`src/rtl/gpio_irq_ctrl8_if.sv`:
```
// APB slave bus bundle for the GPIO interrupt controller.
// Latency: n/a (wires only). prdata is driven combinationally by the slave.
// Backpressure: none; the bus has zero wait states and no pready.
// Ports: psel/penable/pwrite/paddr/pwdata from master, prdata from slave.
interface gpio_irq_ctrl8_if;
  logic        psel;
  logic        penable;
  logic        pwrite;
  logic [4:0]  paddr;
  logic [31:0] pwdata;
  logic [31:0] prdata;

  modport master (
    output psel, penable, pwrite, paddr, pwdata,
    input  prdata
  );

  modport slave (
    input  psel, penable, pwrite, paddr, pwdata,
    output prdata
  );
endinterface

```
`src/rtl/gpio_irq_ctrl8.sv`:
```
// GPIO controller: pad direction/data, synchronised inputs, edge capture into W1C status, maskable irq.
// Latency: IN valid SYNC_STAGES edges after a pin change; STATUS and gpio_irq one edge later.
// Backpressure: none; APB writes commit at the access-phase edge, reads are combinational.
// Ports: pclk8, n_p_reset8 (async, active-low), apb (slave modport), n_gpio_pin_oe8,
//        gpio_pin_out8, gpio_pin_in8 (asynchronous), gpio_irq (level, active-high).
module gpio_irq_ctrl8 #(
  parameter int DATA_WIDTH  = 16,
  parameter int SYNC_STAGES = 2
) (
  input  logic                  pclk8,
  input  logic                  n_p_reset8,
  gpio_irq_ctrl8_if.slave       apb,
  output logic [DATA_WIDTH-1:0] n_gpio_pin_oe8,
  output logic [DATA_WIDTH-1:0] gpio_pin_out8,
  input  logic [DATA_WIDTH-1:0] gpio_pin_in8,
  output logic                  gpio_irq
);

  localparam logic [2:0] A_DIR    = 3'd0;
  localparam logic [2:0] A_OUT    = 3'd1;
  localparam logic [2:0] A_IN     = 3'd2;
  localparam logic [2:0] A_RISE   = 3'd3;
  localparam logic [2:0] A_FALL   = 3'd4;
  localparam logic [2:0] A_STATUS = 3'd5;
  localparam logic [2:0] A_MASK   = 3'd6;

  logic [DATA_WIDTH-1:0] dir_q, out_q, rise_en_q, fall_en_q, status_q, mask_q;
  logic [DATA_WIDTH-1:0] sync_q [SYNC_STAGES];
  logic [DATA_WIDTH-1:0] prev_q;
  logic [DATA_WIDTH-1:0] sync_val, edge_set, w1c, wdat;
  logic [2:0]            addr;
  logic                  wr_en;
  logic [31:0]           rd_word;

  assign addr     = apb.paddr[4:2];
  assign wdat     = apb.pwdata[DATA_WIDTH-1:0];
  assign wr_en    = apb.psel & apb.penable & apb.pwrite;
  assign sync_val = sync_q[SYNC_STAGES-1];

  // Edge qualifiers compare the synchronised value against last cycle's copy.
  assign edge_set = ((sync_val & ~prev_q) & rise_en_q) | ((~sync_val & prev_q) & fall_en_q);
  assign w1c      = (wr_en && addr == A_STATUS) ? wdat : '0;

  // Pin synchroniser and previous-value register.
  always_ff @(posedge pclk8 or negedge n_p_reset8) begin
    if (!n_p_reset8) begin
      for (int i = 0; i < SYNC_STAGES; i++) sync_q[i] <= '0;
      prev_q <= '0;
    end else begin
      sync_q[0] <= gpio_pin_in8;
      for (int i = 1; i < SYNC_STAGES; i++) sync_q[i] <= sync_q[i-1];
      prev_q <= sync_val;
    end
  end

  // Control registers and status; a new edge beats a same-edge W1C.
  always_ff @(posedge pclk8 or negedge n_p_reset8) begin
    if (!n_p_reset8) begin
      dir_q     <= '0;
      out_q     <= '0;
      rise_en_q <= '0;
      fall_en_q <= '0;
      mask_q    <= '0;
      status_q  <= '0;
    end else begin
      if (wr_en) begin
        case (addr)
          A_DIR:   dir_q     <= wdat;
          A_OUT:   out_q     <= wdat;
          A_RISE:  rise_en_q <= wdat;
          A_FALL:  fall_en_q <= wdat;
          A_MASK:  mask_q    <= wdat;
          default: ;
        endcase
      end
      status_q <= (status_q & ~w1c) | edge_set;
    end
  end

  always_comb begin
    rd_word = '0;
    case (addr)
      A_DIR:    rd_word[DATA_WIDTH-1:0] = dir_q;
      A_OUT:    rd_word[DATA_WIDTH-1:0] = out_q;
      A_IN:     rd_word[DATA_WIDTH-1:0] = sync_val;
      A_RISE:   rd_word[DATA_WIDTH-1:0] = rise_en_q;
      A_FALL:   rd_word[DATA_WIDTH-1:0] = fall_en_q;
      A_STATUS: rd_word[DATA_WIDTH-1:0] = status_q;
      A_MASK:   rd_word[DATA_WIDTH-1:0] = mask_q;
      default:  rd_word = '0;
    endcase
  end

  assign apb.prdata     = (apb.psel && !apb.pwrite) ? rd_word : 32'd0;
  assign n_gpio_pin_oe8 = ~dir_q;
  assign gpio_pin_out8  = out_q;
  assign gpio_irq       = |(status_q & mask_q);

  // Byte-lane address bits and write data above the pin count carry no meaning here.
  generate
    if (DATA_WIDTH < 32) begin : g_unused_hi
      logic unused_bits;
      assign unused_bits = ^{apb.paddr[1:0], apb.pwdata[31:DATA_WIDTH]};
    end else begin : g_unused_lo
      logic unused_bits;
      assign unused_bits = ^apb.paddr[1:0];
    end
  endgenerate

endmodule

```
`src/flat_wrapper.sv`:
```
// flat-port wrapper written by rule: the top's interface ports become plain ports
module gpio_irq_ctrl8_flat 
#(
  parameter int DATA_WIDTH  = 16,
  parameter int SYNC_STAGES = 2
)
  (pclk8, n_p_reset8, n_gpio_pin_oe8, gpio_pin_out8, gpio_pin_in8, gpio_irq, apb_psel, apb_penable, apb_pwrite, apb_paddr, apb_pwdata, apb_prdata);
  gpio_irq_ctrl8_if apb_i ();
  input  logic pclk8;
  input  logic n_p_reset8;
  output logic [DATA_WIDTH-1:0] n_gpio_pin_oe8;
  output logic [DATA_WIDTH-1:0] gpio_pin_out8;
  input  logic [DATA_WIDTH-1:0] gpio_pin_in8;
  output logic gpio_irq;
  input wire logic [$bits(apb_i.psel)-1:0] apb_psel;
  input wire logic [$bits(apb_i.penable)-1:0] apb_penable;
  input wire logic [$bits(apb_i.pwrite)-1:0] apb_pwrite;
  input wire logic [$bits(apb_i.paddr)-1:0] apb_paddr;
  input wire logic [$bits(apb_i.pwdata)-1:0] apb_pwdata;
  output wire logic [$bits(apb_i.prdata)-1:0] apb_prdata;
  assign apb_i.psel = apb_psel;
  assign apb_i.penable = apb_penable;
  assign apb_i.pwrite = apb_pwrite;
  assign apb_i.paddr = apb_paddr;
  assign apb_i.pwdata = apb_pwdata;
  assign apb_prdata = apb_i.prdata;
  gpio_irq_ctrl8 #(.DATA_WIDTH(DATA_WIDTH), .SYNC_STAGES(SYNC_STAGES)) u_core (.pclk8(pclk8), .n_p_reset8(n_p_reset8), .apb(apb_i), .n_gpio_pin_oe8(n_gpio_pin_oe8), .gpio_pin_out8(gpio_pin_out8), .gpio_pin_in8(gpio_pin_in8), .gpio_irq(gpio_irq));
endmodule
```
`config.mk`:
```
export PLATFORM = sky130hd
export DESIGN_NAME = gpio_irq_ctrl8_flat
export DESIGN_NICKNAME = d
export VERILOG_FILES = /design/src/rtl/gpio_irq_ctrl8_if.sv /design/src/rtl/gpio_irq_ctrl8.sv /design/src/flat_wrapper.sv
export SDC_FILE = /design/constraint.sdc
export NUM_CORES = 1
export LEC_CHECK = 0
export CORE_MARGIN = 4
export CORE_UTILIZATION = 56
export CTS_CLUSTER_DIAMETER = 120
export CTS_CLUSTER_SIZE = 10
export DETAILED_ROUTE_END_ITERATION = 6
export PLACE_DENSITY_LB_ADDON = 0.2
export SLEW_MARGIN = 10
export SYNTH_ARGS = -nofsm -noshare
export SYNTH_HDL_FRONTEND = slang
export SYNTH_SLANG_ARGS = --single-unit
export TNS_END_PERCENT = 20
```
`constraint.sdc`:
```
create_clock -name pclk8 -period 8.4 [get_ports pclk8]
set_clock_uncertainty 0.2 [all_clocks]
set_input_delay 2.52 -clock pclk8 [delete_from_list [all_inputs] [get_ports pclk8]]
set_output_delay 2.52 -clock pclk8 [all_outputs]
set_load 0.1 [all_outputs]
```
==> flow_summary_export.csv, run 1 <==
group,metric,value,unit
detailed_routing,wl_per_cell,19.7,microns
layout,fillers,777,
critical_path,cp_top_family,"buffers and inverters",
critical_path,cpPeakStageDelay,0.71,ns
critical_path,arrival,4.73,ns
detailed_routing,routed_wl,14700,microns
detailed_routing,num_vias,4368,
synth,synthCells,506,
timing,period_minus_slack,7.45,ns
placement,dp_cells,715,
timing,finalHoldViolations,0,
global_routing,grt_pass1_wl,24000,microns
layout,final_cells,747,
clock_network,cts_setup_buffers,0,
global_routing,antenna_found_initial,0,
critical_path,worstReg2RegStart,"u_core.sync_val[9]",
detailed_routing,drt-initial-drc-count,337,
clock_network,ctsHoldBuffers,0,
die,core.rowCount,38,
layout,drive_above_1_share,27.7,%
placement,dp_hpwl,9330,microns
global_routing,grt_max_degree,84,
timing,slew_headroom,29.5,%
critical_path,ff2ff_path_depth,3,
critical_path,path_class,"in -> out",
die,die-area,13200,sq um
hold_path,hp-start,"u_core.sync_q[31]",
timing,tightest_slew,1.06,ns
clock_network,numCtsBuffers,17,
critical_path,rr_endpoint,"u_core.status_q[9]",
synth,synth_seq_cells,144,
clock_network,cts_resized,0,
critical_path,cp-end-kind,"primary output",
die,start_util,58.0,%
power_and_ir_drop,power_density,275,nW/um^2
clock_network,h-tree-depth,4,
timing,drv_slew,0,
placement,routabilityCongestion,0.847,
detailed_routing,ant_nets,0,
synth,ys_types,33,
synth,synth_edf_count,0,
critical_path,crit_cells,6,
hold_path,min_path_cells,0,
placement,port_buffers,88,
outcome,status,"finished clean",
clock_network,cts_sinks,144,
layout,layout.nets,652,
hold_path,min_path_type,"reg -> reg",
global_routing,gr-total-overflow,0,
critical_path,ff2ff_setup_slack,7.30,ns
power_and_ir_drop,ir_drop,0.000274,V
clock_network,cts_tree,"built",
layout,diodes,0,
clock_network,clockRootBuffer,"clkbuf_16",
die,ios,123,
global_routing,grt_usage,23.8,%
synth,ys_warn_count,0,
critical_path,path_cells,"buf_2 > inv_1 > nor2_1 > a32oi_1 > a31oi_1 > buf_12",
critical_path,start_kind,"input port",
synth,syn_area_per_cell,12.7,sq um
timing,setup_viol,0,
die,die-width,115,microns
global_routing,first_global_vias,4534,
synth,async_flop_share,100,%
die,core,11000,sq um
timing,rsz0062_at_grt,"no",
power_and_ir_drop,leakage,3.44,nW
detailed_routing,via_per_inst,5.85,
clock_network,clock_latency,0.41,ns
detailed_routing,drc_errors,0,
job,cap_violations,0,
synth,synth_ff_type,"dfrtp_1",
critical_path,cpMaxStageDelayCell,"buf_2",
critical_path,crit_required,5.68,ns
die,die_h,115,microns
synth,synth_area,6400,sq um
timing,post-route-period-util,88.7,%
synth,ys_seq_area_share,56.3,%
hold_path,worstHoldEndpoint,"u_core.sync_val[15]",
layout,synthToLayoutAreaGrowth,25.5,%
clock_network,cts_buffer_depth,2,
timing,fmax,134,MHz
critical_path,path_max_fanout,43,
critical_path,path_buf_inv,3,
timing,tns,0,ns
detailed_routing,firstDrtPassIters,4,
clock_network,path_clk_slew,0.06,ns
[cell families after synthesis]
kind of cell	after synthesis	synth area share, %
buffers and inverters	60	5.49
other	1	0.0586
muxes	105	20.5
and+or+nand+nor	111	8.54
DFF	144	56.3
AOI/OAI and AO/OA	85	9.17
[metal layers]
layer	vias to the layer above	part of all wire (%)	global-route usage, %
li1	1957	-	-
met1	2221	43	33.4
met2	180	49	36.6
met3	10	7.9	6.21
met4	0	0.96	8.06
met5	-	0	0
[worst max path at each step]
stage	to	startpoint	slack (ns)
global route	apb_prdata[8]	apb_paddr[4]	0.77
global placement	apb_prdata[0]	apb_paddr[4]	1.03
detailed placement	apb_prdata[8]	apb_paddr[4]	0.96
floorplan	apb_prdata[3]	apb_paddr[2]	0.21
finish	apb_prdata[8]	apb_paddr[4]	0.95
CTS	apb_prdata[8]	apb_paddr[4]	0.97
[Yosys cell counts (4+ instances only)]
cell type / n / area share, %
a32oi_1: 7 / 0.96
nor2_1: 11 / 0.64
a31oi_1: 7 / 0.68
buf_2: 10 / 0.78
nand2b_1: 8 / 0.78
nand3b_1: 16 / 1.9
dfrtp_1: 144 / 56
nor2b_1: 4 / 0.39
mux4_2: 9 / 3.2
nor3_1: 9 / 0.70
o21ai_0: 30 / 2.3
a221oi_1: 4 / 0.55
mux2_4: 10 / 2.3
o221a_2: 9 / 1.6
nand2_1: 56 / 3.3
inv_1: 17 / 1.0
a21oi_1: 7 / 0.55
a22o_1: 4 / 0.55
mux2_2: 77 / 14
mux2i_1: 9 / 1.4
a21o_1: 16 / 1.9
clkbuf_1: 7 / 0.41
buf_4: 20 / 2.3
[placed cells by master, fill, tap and decap left out, types with 17 or more instances in the layout]
| cell type | synthesis | routed |
|---|---|---|
| dfrtp_1 | 144 | 144 |
| mux2_2 | 77 | 77 |
| clkdlybuf4s50_1 | 0 | 69 |
| nand2_1 | 56 | 56 |
| o21ai_0 | 30 | 30 |
| inv_1 | 17 | 17 |
| clkbuf_16 | 0 | 17 |
[worst register-to-register path, cell delays in order (launching register included)]
cell,delay (ns)
dfrtp_1,0.40
nand3b_1,0.12
o21ai_0,0.10
a21o_1,0.17
[report_power, final]
| group | switching (mW) | total (mW) | internal (mW) |
|---|---|---|---|
| sequential | 0.0789 | 0.872 | 0.793 |
| clock | 0.297 | 0.734 | 0.437 |
| combinational | 0.403 | 0.605 | 0.202 |
| total | 0.779 | 2.21 | 1.43 |
[per-stage QoR]
step	power, mW	utilization (%)	area (sq um)	worst slack (ns)	hold slack [ns]
detailed placement	1.49	67.5	7450	0.963	0.137
global route	2.30	72.8	8030	0.769	0.153
CTS	2.22	72.8	8030	0.967	0.148
global placement	1.47	67.5	7450	1.03	0.132
floorplan	1.32	-	6460	0.214	0.131
finish	2.21	72.8	8030	0.951	0.147
[sequential cells by signal, indices dropped and copies added, names as in the netlist]
register	flops
u_core.prev_q	16
u_core.dir_q	16
u_core.mask_q	16
u_core.fall_en_q	16
u_core.status_q	16
u_core.sync_q	16
u_core.gpio_pin_out8	16
u_core.rise_en_q	16
u_core.sync_val	16
[cell type report]
cell class / instances / area [sq um] / area share [%]
repair buffers: 97 / 1100 / 13.7
multi-input cells: 317 / 2500 / 31.2
clock buffers: 20 / 467 / 5.81
flip-flops and latches: 144 / 3600 / 44.9
inverters: 17 / 63.8 / 0.794
clock inverters: 12 / 121 / 1.51
well taps: 140 / 175 / 2.18
(Power assumes the default switching activity.)
==> run 2: changes to the inputs <==
Settings changed: PLACE_DENSITY_LB_ADDON 0.2 to 0.05.
==> run 2 against run 1 <==
Compared with the run above: flip-flop and latch count stayed put; first-iteration DRC count is 7.7% lower; sequential power hardly changed; fmax is 1.6% higher; critical path depth stayed put; non-clock buffer count is 1 higher; worst hold slack worse by 0.0019 ns; power is 0.82% higher.
==> flow_summary_export.csv, run 2 (synthesis gave the netlist of run 1 again) <==
group,metric,value,unit
detailed_routing,drt-initial-drc-count,311,
timing,fmax,136,MHz
outcome,status,"finished clean",
critical_path,start_kind,"input port",
placement,dp_hpwl,9620,microns
layout,multi_input_area,2510,sq um
timing,finalHoldViolations,0,
global_routing,grt_max_degree,74,
die,die_h,115,microns
layout,drive_above_1_share,27.0,%
clock_network,cts_setup_buffers,0,
critical_path,cpMaxStageDelayCell,"buf_2",
global_routing,use_met2,39.5,%
critical_path,cp-end-kind,"primary output",
global_routing,grt_pass1_wl,24500,microns
power_and_ir_drop,total_power,2.23,mW
timing,setup_viol,0,
timing,timing.hold.ws,0.145,ns
die,die-width,115,microns
detailed_routing,wl_per_cell,19.7,microns
die,start_util,58.0,%
clock_network,clockRootBuffer,"clkbuf_16",
timing,tightest_slew,1.04,ns
placement,port_buffers,88,
timing,drv_slew,0,
timing,rsz0062_at_grt,"no",
placement,routabilityCongestion,0.795,
die,core.rowCount,38,
global_routing,antenna_found_initial,0,
critical_path,path_max_fanout,38,
layout,final_cells,747,
clock_network,clock_latency,0.42,ns
power_and_ir_drop,leakage,3.46,nW
detailed_routing,num_vias,4345,
clock_network,path_clk_slew,0.06,ns
clock_network,h-tree-depth,4,
power_and_ir_drop,ir_drop,0.000238,V
layout,regArea,3600,sq um
clock_network,cts_sinks,144,
die,ios,123,
timing,tns,0,ns
critical_path,cp_top_family,"buffers and inverters",
critical_path,path_cells,"buf_2 > buf_4 > mux2i_1 > o221a_2 > nor3_1 > buf_12",
clock_network,cts_tree,"built",
job,cap_violations,0,
critical_path,path_class,"in -> out",
critical_path,arrival,4.62,ns
detailed_routing,routed_wl,14700,microns
layout,mostFrequentLayoutCells,"dfrtp_1, mux2_2, clkdlybuf4s50_1",
timing,period_minus_slack,7.34,ns
clock_network,cts_buffer_depth,2,
critical_path,crit_required,5.68,ns
global_routing,gr-total-overflow,0,
global_routing,grt_usage,24.5,%
global_routing,first_global_vias,4616,
layout,layout.nets,653,
detailed_routing,drc_errors,0,
layout,final_core_util,72.9,%
die,core,11000,sq um
timing,slew_headroom,30.5,%
clock_network,ctsHoldBuffers,0,
layout,fillers,771,
hold_path,min_path_type,"reg -> reg",
detailed_routing,via_per_inst,5.82,
clock_network,numCtsBuffers,17,
layout,synthToLayoutAreaGrowth,25.7,%
global_routing,gr-max-usage-layer,"met2",
placement,dp_cells,716,
global_routing,met1_usage,32.8,%
global_routing,met3_usage,6.42,%
detailed_routing,firstDrtPassIters,4,
clock_network,cts_resized,0,
power_and_ir_drop,power_density,277,nW/um^2
critical_path,path_buf_inv,3,
layout,diodes,0,
timing,post-route-period-util,87.3,%
layout,layout_commonest_cell,"dfrtp_1",
critical_path,cpPeakStageDelay,0.56,ns
detailed_routing,ant_nets,0,
die,die-area,13200,sq um
run 2: changes by cell type in the layout (fill, tap and decap cells not counted), sizes merged:
cell | previous run | this run
clkinv | 1 | 3
clkinvlp | 4 | 0
bufinv | 1 | 3
inv | 23 | 17
buf | 28 | 29
clkbuf | 20 | 25
run 2: routing by layer:
metal  vias up  share of wire, %
li1       1954                 -
met1      2243                44
met2       138                49
met3        10               5.8
met4         0              0.69
met5         -                 0
run 2: path summary, 6_finish.rpt:
kind,slack (ns),end,startpoint,cells after the start
max,1.06,apb_prdata[3],apb_paddr[4],6
min,0.14,u_core.sync_val[10],u_core.sync_q[26],0
max reg2reg,7.30,u_core.status_q[12],u_core.sync_val[12],3
min reg2reg,0.14,u_core.sync_val[10],u_core.sync_q[26],0
max in group asynchronous,4.73,u_core.dir_q[14],n_p_reset8,2
min in group asynchronous,1.93,u_core.dir_q[5],n_p_reset8,1
run 2: layout make-up:
cell class                 count  area share, %
timing repair buffer          98           13.8
inverter                      17          0.793
tap                          140           2.18
sequential                   144           44.8
clock buffer                  25           6.03
clock inverter                 6           1.31
multi-input combinational    317           31.1
run 2: metrics by stage:
stage	setup slack [ns]	area, sq um
after global placement	1.06	7460
after floorplan	0.214	6460
after global routing	0.932	8050
after CTS	1.07	8050
after detailed placement	1.06	7460
final	1.06	8050
run 2: report_power, final:
part,internal [mW],switching [mW],total (mW)
combinational,0.202,0.403,0.605
sequential,0.793,0.0786,0.872
clock,0.487,0.264,0.751
total,1.48,0.746,2.23
run 2: worst reg2reg max path: cells and delay by family (launching register included):
kind,cells,cell delay (ns)
AOI/OAI and AO/OA,2,0.26
DFF,1,0.40
and+or+nand+nor,1,0.13
==> run 3: changes to the inputs <==
Settings changed: RECOVER_POWER set to 100.
==> run 3 against run 2 <==
Compared with the run above: the run now ends with capacitance limit, slew limit left; register-to-register slack barely moved; flip-flop and latch count did not move; cell area fell by 0.98%; core utilization fell by 0.71 points; combinational power fell by 3.6%; first-iteration DRC count fell by 1.6%; global-route usage did not move.
==> flow_summary_export.csv, run 3 (synthesis gave the netlist of run 1 again) <==
group,metric,value,unit
detailed_routing,ant_nets,0,
critical_path,arrival,5.00,ns
die,ios,123,
detailed_routing,routed_wl,14700,microns
layout,final_cells,747,
layout,layout_commonest_cell,"dfrtp_1",
detailed_routing,wl_per_cell,19.7,microns
layout,diodes,0,
power_and_ir_drop,net-switching-power,0.746,mW
global_routing,gr-total-overflow,0,
die,start_util,58.0,%
critical_path,crit_required,5.68,ns
detailed_routing,firstDrtPassIters,4,
critical_path,path_class,"in -> out",
power_and_ir_drop,power.share.clock,34.1,%
die,die-area,13200,sq um
clock_network,cts_resized,0,
timing,fmax,129,MHz
die,die-width,115,microns
clock_network,clock_latency,0.42,ns
power_and_ir_drop,leakage,3.40,nW
timing,drv_slew,164,
clock_network,h-tree-depth,4,
clock_network,cts_tree,"built",
die,core.rowCount,38,
placement,dp_cells,716,
power_and_ir_drop,ir_drop,0.000237,V
power_and_ir_drop,swShare,33.8,%
placement,port_buffers,88,
detailed_routing,num_vias,4321,
layout,drive_above_1_share,23.9,%
outcome,status,"finished, violations left",
timing,finalHoldViolations,0,
power_and_ir_drop,seqPwrFrac,39.5,%
timing,rsz0062_at_grt,"no",
timing,period_minus_slack,7.72,ns
detailed_routing,via_per_inst,5.78,
critical_path,cpPeakStageDelay,0.72,ns
placement,routabilityCongestion,0.795,
timing,post-route-period-util,91.9,%
global_routing,grt_max_degree,74,
critical_path,path_buf_inv,3,
layout,layout.nets,653,
power_and_ir_drop,power_density,277,nW/um^2
global_routing,grt_usage,24.5,%
global_routing,grt_pass1_wl,24500,microns
job,cap_violations,3,
clock_network,clockRootBuffer,"clkbuf_16",
hold_path,min_path_type,"reg -> reg",
clock_network,ctsHoldBuffers,0,
critical_path,cp-end-kind,"primary output",
outcome,violations,"capacitance limit, slew limit",
detailed_routing,drc_errors,0,
placement,dp_hpwl,9620,microns
timing,tns,0,ns
layout,synthToLayoutAreaGrowth,24.4,%
power_and_ir_drop,p_int,1.46,mW
die,die_h,115,microns
timing,setup_viol,0,
critical_path,path_cells,"dlygate4sd3_1 > clkbuf_1 > nor2b_1 > nand2_1 > a31oi_1 > buf_12",
timing,tightest_slew,3.81,ns
power_and_ir_drop,power_frac_comb,26.4,%
critical_path,cp_top_family,"buffers and inverters",
critical_path,path_max_fanout,14,
clock_network,numCtsBuffers,17,
timing,slew_headroom,-154,%
clock_network,path_clk_slew,0.06,ns
detailed_routing,drt-initial-drc-count,306,
die,core,11000,sq um
layout,fillers,786,
critical_path,start_kind,"input port",
critical_path,cpMaxStageDelayCell,"nor2b_1",
layout,mostFrequentLayoutCells,"dfrtp_1, mux2_2, nand2_1",
clock_network,cts_buffer_depth,2,
global_routing,first_global_vias,4616,
global_routing,antenna_found_initial,0,
clock_network,cts_setup_buffers,0,
clock_network,cts_sinks,144,
-- run 3: routing by layer --
| metal | track usage [%] | wire [microns] | up-vias |
|---|---|---|---|
| li1 | - | - | 1947 |
| met1 | 32.8 | 6540 | 2211 |
| met2 | 39.5 | 7170 | 151 |
| met3 | 6.42 | 925 | 12 |
| met4 | 7.36 | 116 | 0 |
| met5 | 0 | 0 | - |
-- run 3: worst paths after layout --
check | slack [ns] | cells past startpoint | start | endpoint
min reg2reg | 0.15 | 0 | u_core.sync_q[26] | u_core.sync_val[10]
max reg2reg | 7.30 | 3 | u_core.sync_val[9] | u_core.status_q[9]
min in group asynchronous | 3.23 | 1 | n_p_reset8 | u_core.sync_val[5]
max | 0.68 | 6 | apb_paddr[3] | apb_prdata[8]
min | 0.15 | 0 | u_core.sync_q[26] | u_core.sync_val[10]
max in group asynchronous | 1.55 | 2 | n_p_reset8 | u_core.status_q[7]
-- run 3: area by class of cell --
type	instances	area (sq um)	area share (%)
clock buffer	25	485	6.09
timing repair buffer	98	1080	13.6
inverter	17	63.8	0.801
sequential	144	3600	45.2
clock inverter	6	105	1.32
tap	140	175	2.20
multi-input combinational	317	2450	30.8
-- run 3: power by group through the flow --
stage | clock network, mW | registers, mW | logic, mW
6_report | 0.753 | 0.871 | 0.583
5_1_grt | 0.801 | 0.884 | 0.615
4_1_cts | 0.767 | 0.870 | 0.610
3_5_place_dp | 0 | 0.881 | 0.608
3_3_place_gp | 0 | 0.875 | 0.598
2_1_floorplan | 0 | 0.966 | 0.356
-- run 3: per-stage QoR --
stage	hold WS [ns]	worst slack [ns]	utilization [%]	instance area, sq um	total power [mW]
4_1_cts	0.148	1.07	72.9	8050	2.25
6_report	0.146	0.677	72.2	7970	2.21
2_1_floorplan	0.131	0.214	-	6460	1.32
3_5_place_dp	0.137	1.06	67.6	7460	1.49
3_3_place_gp	0.133	1.06	67.6	7460	1.47
5_1_grt	0.156	0.495	72.2	7970	2.30
